`src/rtl/fft_mask_pkg.sv`:
```
// ---------------------------------------------------------------------------
// fft_mask_pkg
// Shared widths, types and the fixed-point round/saturate helper for the
// FFT mask multiplier pipeline.
//   DEF_DATA_WIDTH : default signed width of re/im, Q1.(DATA_WIDTH-1)
//   DEF_MASK_WIDTH : default signed mask width, Q1.(MASK_WIDTH-1)
//   DEF_NUM_BINS   : default bins per frame
//   cplx_t         : complex sample at the default data width
//   bin_idx_t      : bin index at the default bin count
//   sat_round()    : round-half-up by 'frac' bits, then clip to 'dw' bits
// ---------------------------------------------------------------------------
package fft_mask_pkg;

    localparam int DEF_DATA_WIDTH = 16;
    localparam int DEF_MASK_WIDTH = 16;
    localparam int DEF_NUM_BINS   = 257;
    localparam int DEF_BIN_W      = $clog2(DEF_NUM_BINS);

    typedef struct packed {
        logic signed [DEF_DATA_WIDTH-1:0] re;
        logic signed [DEF_DATA_WIDTH-1:0] im;
    } cplx_t;

    typedef logic [DEF_BIN_W-1:0] bin_idx_t;

    // Works on a 64-bit sign-extended product so any practical
    // DATA_WIDTH + MASK_WIDTH fits; frac must be at least 1.
    function automatic logic signed [63:0] sat_round(
        input logic signed [63:0] prod,
        input int                 frac,
        input int                 dw
    );
        logic signed [63:0] r;
        logic signed [63:0] max_v;
        logic signed [63:0] min_v;
        r     = (prod + (64'sd1 <<< (frac - 1))) >>> frac;
        max_v = (64'sd1 <<< (dw - 1)) - 64'sd1;
        min_v = -(64'sd1 <<< (dw - 1));
        if (r > max_v) begin
            return max_v;
        end else if (r < min_v) begin
            return min_v;
        end
        return r;
    endfunction

endpackage

```
`src/rtl/fft_mask_mult_pipe_round_sat.sv`:
```
// ---------------------------------------------------------------------------
// fft_round_sat
// Combinational round-half-up and saturate of one full-width product.
//   prod_i : signed product, PROD_W bits, FRAC fractional bits
//   res_o  : rounded, clipped result, DATA_W bits
//   ovf_o  : 1 when the rounded value did not fit and was clipped
// ---------------------------------------------------------------------------
module fft_round_sat
    import fft_mask_pkg::*;
#(
    parameter int PROD_W = 32,
    parameter int FRAC   = 15,
    parameter int DATA_W = 16
) (
    input  logic signed [PROD_W-1:0] prod_i,
    output logic signed [DATA_W-1:0] res_o,
    output logic                     ovf_o
);

    logic signed [63:0] prod_ext;
    logic signed [63:0] rounded;
    logic signed [63:0] clipped;

    always_comb begin
        prod_ext = {{(64 - PROD_W){prod_i[PROD_W-1]}}, prod_i};
        rounded  = (prod_ext + (64'sd1 <<< (FRAC - 1))) >>> FRAC;
        clipped  = sat_round(prod_ext, FRAC, DATA_W);
        res_o    = clipped[DATA_W-1:0];
        // Clipping is exactly the case where the clipped value moved.
        ovf_o    = (clipped != rounded);
    end

endmodule

```
`src/rtl/fft_mask_mult_pipe.sv`:
```
// ---------------------------------------------------------------------------
// fft_mask_mult_pipe
// Three-stage pipeline multiplying a complex FFT bin by a real signed mask
// gain, with round-half-up, saturation, per-frame bin numbering and sticky
// saturation/framing flags.
//   clk_i, rst_i          : clock, async active-high reset
//   clr_i                 : sync clear of sticky flags and the bin counter
//   in_valid_i/in_ready_o : input handshake
//   in_re_i, in_im_i      : bin value, mask_i : gain, in_last_i : frame end
//   out_valid_o/out_ready_i : output handshake
//   out_re_o, out_im_o    : masked bin, out_bin_o : bin index,
//   out_last_o            : out_bin_o is the final bin of a frame
//   sat_o, frame_err_o    : sticky flags
//
// Handshake: a transfer happens on a rising edge where valid and ready are
// both 1. All stages move together when the output register is empty or
// being drained (en); in_ready_o is that same enable, so a stall holds every
// stage, bubbles included, and the output stays stable until taken.
// ---------------------------------------------------------------------------
module fft_mask_mult_pipe
    import fft_mask_pkg::*;
#(
    parameter int DATA_WIDTH = DEF_DATA_WIDTH,
    parameter int MASK_WIDTH = DEF_MASK_WIDTH,
    parameter int NUM_BINS   = DEF_NUM_BINS,
    localparam int BIN_W     = $clog2(NUM_BINS)
) (
    input  logic                         clk_i,
    input  logic                         rst_i,
    input  logic                         clr_i,
    input  logic                         in_valid_i,
    output logic                         in_ready_o,
    input  logic signed [DATA_WIDTH-1:0] in_re_i,
    input  logic signed [DATA_WIDTH-1:0] in_im_i,
    input  logic signed [MASK_WIDTH-1:0] mask_i,
    input  logic                         in_last_i,
    output logic                         out_valid_o,
    input  logic                         out_ready_i,
    output logic signed [DATA_WIDTH-1:0] out_re_o,
    output logic signed [DATA_WIDTH-1:0] out_im_o,
    output logic [BIN_W-1:0]             out_bin_o,
    output logic                         out_last_o,
    output logic                         sat_o,
    output logic                         frame_err_o
);

    localparam int FRAC   = MASK_WIDTH - 1;
    localparam int PROD_W = DATA_WIDTH + MASK_WIDTH;
    localparam logic [BIN_W-1:0] LAST_BIN = BIN_W'(NUM_BINS - 1);

    logic                         en;
    logic                         accept;

    logic                         v1_q, v1_d, v2_q, v2_d, v3_q, v3_d;
    logic signed [DATA_WIDTH-1:0] s1_re_q, s1_re_d, s1_im_q, s1_im_d;
    logic signed [MASK_WIDTH-1:0] s1_mask_q, s1_mask_d;
    logic [BIN_W-1:0]             s1_bin_q, s1_bin_d;
    logic signed [PROD_W-1:0]     s2_pre_q, s2_pre_d, s2_pim_q, s2_pim_d;
    logic [BIN_W-1:0]             s2_bin_q, s2_bin_d;
    logic signed [DATA_WIDTH-1:0] s3_re_q, s3_re_d, s3_im_q, s3_im_d;
    logic [BIN_W-1:0]             s3_bin_q, s3_bin_d;
    logic [BIN_W-1:0]             cnt_q, cnt_d, cnt_inc;
    logic                         sat_q, sat_d;
    logic                         ferr_q, ferr_d;

    logic signed [PROD_W-1:0]     prod_re, prod_im;
    logic signed [DATA_WIDTH-1:0] rnd_re, rnd_im;
    logic                         ovf_re, ovf_im;

    assign en         = !v3_q || out_ready_i;
    assign accept     = in_valid_i && en;
    assign in_ready_o = en;

    // Operands are sign-extended to the full product width by context.
    assign prod_re = s1_re_q * s1_mask_q;
    assign prod_im = s1_im_q * s1_mask_q;

    fft_round_sat #(
        .PROD_W (PROD_W),
        .FRAC   (FRAC),
        .DATA_W (DATA_WIDTH)
    ) u_round_sat_re (
        .prod_i (s2_pre_q),
        .res_o  (rnd_re),
        .ovf_o  (ovf_re)
    );

    fft_round_sat #(
        .PROD_W (PROD_W),
        .FRAC   (FRAC),
        .DATA_W (DATA_WIDTH)
    ) u_round_sat_im (
        .prod_i (s2_pim_q),
        .res_o  (rnd_im),
        .ovf_o  (ovf_im)
    );

    always_comb begin
        v1_d      = v1_q;
        v2_d      = v2_q;
        v3_d      = v3_q;
        s1_re_d   = s1_re_q;
        s1_im_d   = s1_im_q;
        s1_mask_d = s1_mask_q;
        s1_bin_d  = s1_bin_q;
        s2_pre_d  = s2_pre_q;
        s2_pim_d  = s2_pim_q;
        s2_bin_d  = s2_bin_q;
        s3_re_d   = s3_re_q;
        s3_im_d   = s3_im_q;
        s3_bin_d  = s3_bin_q;
        cnt_d     = cnt_q;
        sat_d     = sat_q;
        ferr_d    = ferr_q;
        cnt_inc   = (cnt_q == LAST_BIN) ? '0 : cnt_q + BIN_W'(1);

        if (en) begin
            v1_d = accept;
            v2_d = v1_q;
            v3_d = v2_q;
            if (accept) begin
                s1_re_d   = in_re_i;
                s1_im_d   = in_im_i;
                s1_mask_d = mask_i;
                // A clear in the accept cycle numbers this sample as bin 0.
                s1_bin_d  = clr_i ? '0 : cnt_q;
            end
            if (v1_q) begin
                s2_pre_d = prod_re;
                s2_pim_d = prod_im;
                s2_bin_d = s1_bin_q;
            end
            if (v2_q) begin
                s3_re_d  = rnd_re;
                s3_im_d  = rnd_im;
                s3_bin_d = s2_bin_q;
                if (ovf_re || ovf_im) begin
                    sat_d = 1'b1;
                end
            end
        end

        if (accept) begin
            if (clr_i) begin
                cnt_d = BIN_W'(1);
            end else if (in_last_i && (cnt_q != LAST_BIN)) begin
                // Early frame end: flag it and resync to a new frame.
                ferr_d = 1'b1;
                cnt_d  = '0;
            end else begin
                if (!in_last_i && (cnt_q == LAST_BIN)) begin
                    ferr_d = 1'b1;
                end
                cnt_d = cnt_inc;
            end
        end else if (clr_i) begin
            cnt_d = '0;
        end

        // Clear has priority over a same-cycle flag set.
        if (clr_i) begin
            sat_d  = 1'b0;
            ferr_d = 1'b0;
        end
    end

    always_ff @(posedge clk_i or posedge rst_i) begin
        if (rst_i) begin
            v1_q      <= 1'b0;
            v2_q      <= 1'b0;
            v3_q      <= 1'b0;
            s1_re_q   <= '0;
            s1_im_q   <= '0;
            s1_mask_q <= '0;
            s1_bin_q  <= '0;
            s2_pre_q  <= '0;
            s2_pim_q  <= '0;
            s2_bin_q  <= '0;
            s3_re_q   <= '0;
            s3_im_q   <= '0;
            s3_bin_q  <= '0;
            cnt_q     <= '0;
            sat_q     <= 1'b0;
            ferr_q    <= 1'b0;
        end else begin
            v1_q      <= v1_d;
            v2_q      <= v2_d;
            v3_q      <= v3_d;
            s1_re_q   <= s1_re_d;
            s1_im_q   <= s1_im_d;
            s1_mask_q <= s1_mask_d;
            s1_bin_q  <= s1_bin_d;
            s2_pre_q  <= s2_pre_d;
            s2_pim_q  <= s2_pim_d;
            s2_bin_q  <= s2_bin_d;
            s3_re_q   <= s3_re_d;
            s3_im_q   <= s3_im_d;
            s3_bin_q  <= s3_bin_d;
            cnt_q     <= cnt_d;
            sat_q     <= sat_d;
            ferr_q    <= ferr_d;
        end
    end

    assign out_valid_o = v3_q;
    assign out_re_o    = s3_re_q;
    assign out_im_o    = s3_im_q;
    assign out_bin_o   = s3_bin_q;
    assign out_last_o  = (s3_bin_q == LAST_BIN);
    assign sat_o       = sat_q;
    assign frame_err_o = ferr_q;

endmodule

```
`config.mk`:
```
export PLATFORM = sky130hd
export DESIGN_NAME = fft_mask_mult_pipe
export DESIGN_NICKNAME = d
export VERILOG_FILES = /design/src/rtl/fft_mask_pkg.sv /design/src/rtl/fft_mask_mult_pipe_round_sat.sv /design/src/rtl/fft_mask_mult_pipe.sv
export SDC_FILE = /design/constraint.sdc
export NUM_CORES = 2
export LEC_CHECK = 0
export CORE_MARGIN = 3
export CORE_UTILIZATION = 30
export CTS_CLUSTER_DIAMETER = 200
export CTS_CLUSTER_SIZE = 16
export DETAILED_ROUTE_END_ITERATION = 7
export PLACE_DENSITY = 0.47
export SLEW_MARGIN = 15
export SYNTH_ARGS = -nofsm -noshare
export SYNTH_HDL_FRONTEND = slang
export SYNTH_SLANG_ARGS = --single-unit
```
`constraint.sdc`:
```
create_clock -name clk_i -period 6.2 [get_ports clk_i]
set_clock_uncertainty 0.1 [all_clocks]
set_input_delay 0.62 -clock clk_i [delete_from_list [all_inputs] [get_ports clk_i]]
set_output_delay 0.62 -clock clk_i [all_outputs]
set_load 0.05 [all_outputs]
```
==> key figures <==
Logic synthesis
  – Post-Synthesis Cells: between 2k and 3k
  – Syn Area/Cell: 9.646 um2
  – Ys async rst share: 100.0%
  – EDFF count, synth: 0
  – Top cells by area, synth: fa_1, dfrtp_1, inv_1, ha_1, and2_1
  – Seq cells post-synth: 157
  – Yosys warns: 0
  – Synth top area share: 40.84%
  – Distinct cells, synth: 64
  – Main flop type after synthesis: dfrtp_1
  – Post-synth top area cell: fa_1
  – Mapped Nets: 3391
  – Sequential area share after synthesis: 15.35%
  – Netlist Area Pre-Place: approximately 26000 um2

Place
  – DP HPWL: approximately 57000 um
  – Placed Cells: 3972
  – Gpl congestion: 0.8470
  – # port buffers: 99

Timing
  – FMAX: 0.1626 GHz
  – Worst rel slew slack: 29.82%
  – Final hold slack: between 300 and 400 ps
  – Pins Over Slew Limit: 0
  – Ratio of final minimum period to clock period: 99.20%
  – Time the worst path needs with I/O delays and setup: 6150 ps
  – Fin. Hold Viols: 0
  – Least-Margin Pin Slew: ~1100 ps
  – RSZ-0062 raised after global routing: true
  – Final setup vio count: 0

Die
  – Die X: 298.1 um
  – Die ar.: a little under 90000 um2
  – Die span in y: slightly below 300 um
  – Row count: 106
  – Core Footprint: between 80000 and 90000 um2
  – Initial Utilization: 30.43%
  – # IOs: 100

Route
  – DR pass1 iterations: 5
  – Routed via count: 18.18k
  – Routed wire length: slightly below 70000 um
  – DR vias/cell: about 4.5
  – Drt wl/cell: roughly 17 um
  – ANT nets after route: 0
  – DRC Markers: 0
  – Iter 0 DRT Violations: ~850

Critical path
  – Max Fanout on Critical Path: 5
  – Nature of the critical path startpoint: flop
  – Worst Path Required: approximately 6500 ps
  – Worst Path Arrival: 6430 ps
  – Critical setup path kind: flop to flop
  – Setup crit end kind: flop

Cells and area
  – Share of cells above drive strength 1: roughly 14%
  – Final instance count without filler cells: 4026
  – Reg area: roughly 4000 um2
  – # diodes: 0
  – Most common cell after layout, fill and taps aside: inv_1
  – Most frequent cells in the layout: inv_1, fa_1, nand2_1
  – Fillers: approximately 8.6k
  – Nets: between 3k and 4k
  – Multi-input gate area: a little under 20000 um2
  – Area added between synthesis and finish: 19.60%

Global routing
  – GRT Overall Usage: ~16%
  – Initial antenna violation count: 0
  – Largest net degree at the start of global routing: about 150
  – GR Layer Usage met3: 1.836%
  – Vias in the first global route: between 20k and 25k
  – Met2 Use GR: 30.03%
  – Global-route wire length before repair: about 110000 um
  – Met1 usage in global routing: 20.11%
  – Grt ovf: 0
  – Most Used Layer, Global Route: met2

Clock network
  – Clock Root Buffer: clkbuf_16
  – Count of clock tree sinks: ~160
  – H-tree levels: 4
  – CTS clk-pin slew, worst paths: around 70 ps
  – CTS tree: done
  – Cts bufs inserted: 17
  – Later-pin clock latency in the skew report: 490 ps
  – Maximum root-to-sink buffer count: 2

Min path
  – Hold crit path type: primary input to asynchronous set/reset pin

Run
  – Max Cap Viol: 0

Status
  – Status: finished clean
## path summary, 6_finish.rpt
path                            slack, ps                      from  cells past startpoint                  endpoint
worst max-delay path                   50  s1_mask_q[3]$_DFFE_PP0P_                     21  s2_pim_q[31]$_DFFE_PP0P_
worst min-delay path                  310                     rst_i                      2  out_im_o[10]$_DFFE_PP0P_
worst max register to register         50  s1_mask_q[3]$_DFFE_PP0P_                     21  s2_pim_q[31]$_DFFE_PP0P_
worst min register to register        370   s1_bin_q[6]$_DFFE_PP0P_                      2   s2_bin_q[6]$_DFFE_PP0P_
max in group asynchronous            4520                     rst_i                      3  s1_mask_q[7]$_DFFE_PP0P_
min in group clk_i                    370   s1_bin_q[6]$_DFFE_PP0P_                      2   s2_bin_q[6]$_DFFE_PP0P_
## metrics by stage
stage / area, um2 / setup WS [ps] / util [%] / setup TNS (ps)
after floorplan: 25590 / 8.706 / - / 0
after global placement: 29260 / -25.20 / 34.80 / -59.02
after detailed placement: 29260 / -115.1 / 34.80 / -468.1
after CTS: 29970 / 2.028 / 35.64 / 0
after global routing: 30610 / -166.8 / 36.40 / -1157
final: 30610 / 49.52 / 36.40 / 0
## what timing repair did
action,4_1_cts,5_1_grt
cloned,0,2
endpoints found under the setup margin,11,29
setup buffers,3,17
gates resized for setup,19,105
pin swaps,3,41
hold buffers,0,0
## per-layer routing
layer	wire length [um]	part of all wire, %
met5	0	0
met4	1609	2.3
met3	1704	2.5
met2	36630	53
met1	29420	42
## sequential cells by signal, indices dropped and copies added, names as in the netlist
signal,cells
s1_mask_q,16
s1_im_q,16
s1_bin_q,9
v1_q,1
s2_pre_q,18
out_valid_o,1
s2_pim_q,18
s2_bin_q,9
v2_q,1
out_bin_o,9
s1_re_q,16
out_re_o,16
frame_err_o,1
sat_o,1
out_im_o,16
cnt_q,9
## critical path, stage by stage (launching register included)
cell,delay [ps]
dfrtp_2,450
buf_12,140
and2_1,150
fa_2,610
buf_4,130
fa_1,450
fa_2,580
fa_2,430
fa_1,490
inv_1,50
fa_1,470
inv_1,60
ha_4,270
nand4_1,120
nor2_2,140
and3_4,220
buf_4,120
a22oi_4,70
a211o_1,330
a311oi_2,320
nor3_2,80
o31a_1,250
## cell type report
| cell class | instances | share of cell area [%] |
|---|---|---|
| clock buffers | 18 | 1.402 |
| clock inverters | 14 | 0.6500 |
| inverters | 580 | 7.130 |
| multi-input cells | 1805 | 63.84 |
| flip-flops and latches | 157 | 12.91 |
| well taps | 1134 | 4.636 |
| repair buffers | 318 | 9.435 |
## synth_stat cells, types with 3 or more instances
cell      instances
nand4_1          16
or3_1             4
o31ai_1          13
a211oi_1         24
nand3_1          32
nor3_1           12
clkbuf_1         98
nor2_1           63
and4_1            6
a21oi_1          22
fa_1            522
o211ai_1          4
inv_1           579
and2_1          249
dfrtp_1         157
or4_1             3
nor4_1            3
xnor2_1          42
xor2_1           22
ha_1            162
and3_1           12
a21o_1           34
a22o_1           15
nand2_1         344
buf_1             7
o21a_1            8
a31oi_1           9
nand2b_1         22
buf_2             5
mux2_2           57
o41ai_1           3
o21ai_0          59
## cell families (layout without fill, tap and decap cells)
family          count (synthesis)  in the layout  synth area share, %
flops                         157            157                15.35
xor+xnor                       64             64                2.190
buf+inv                       691            930                10.18
compound gates                219            219                5.941
simple gates                  781            781                15.07
fa+ha+maj                     684            684                48.76
mux                            57             57                2.508
Power is not shown: default switching activity piles up to over one toggle a cycle in this logic, so the estimate is an artifact.
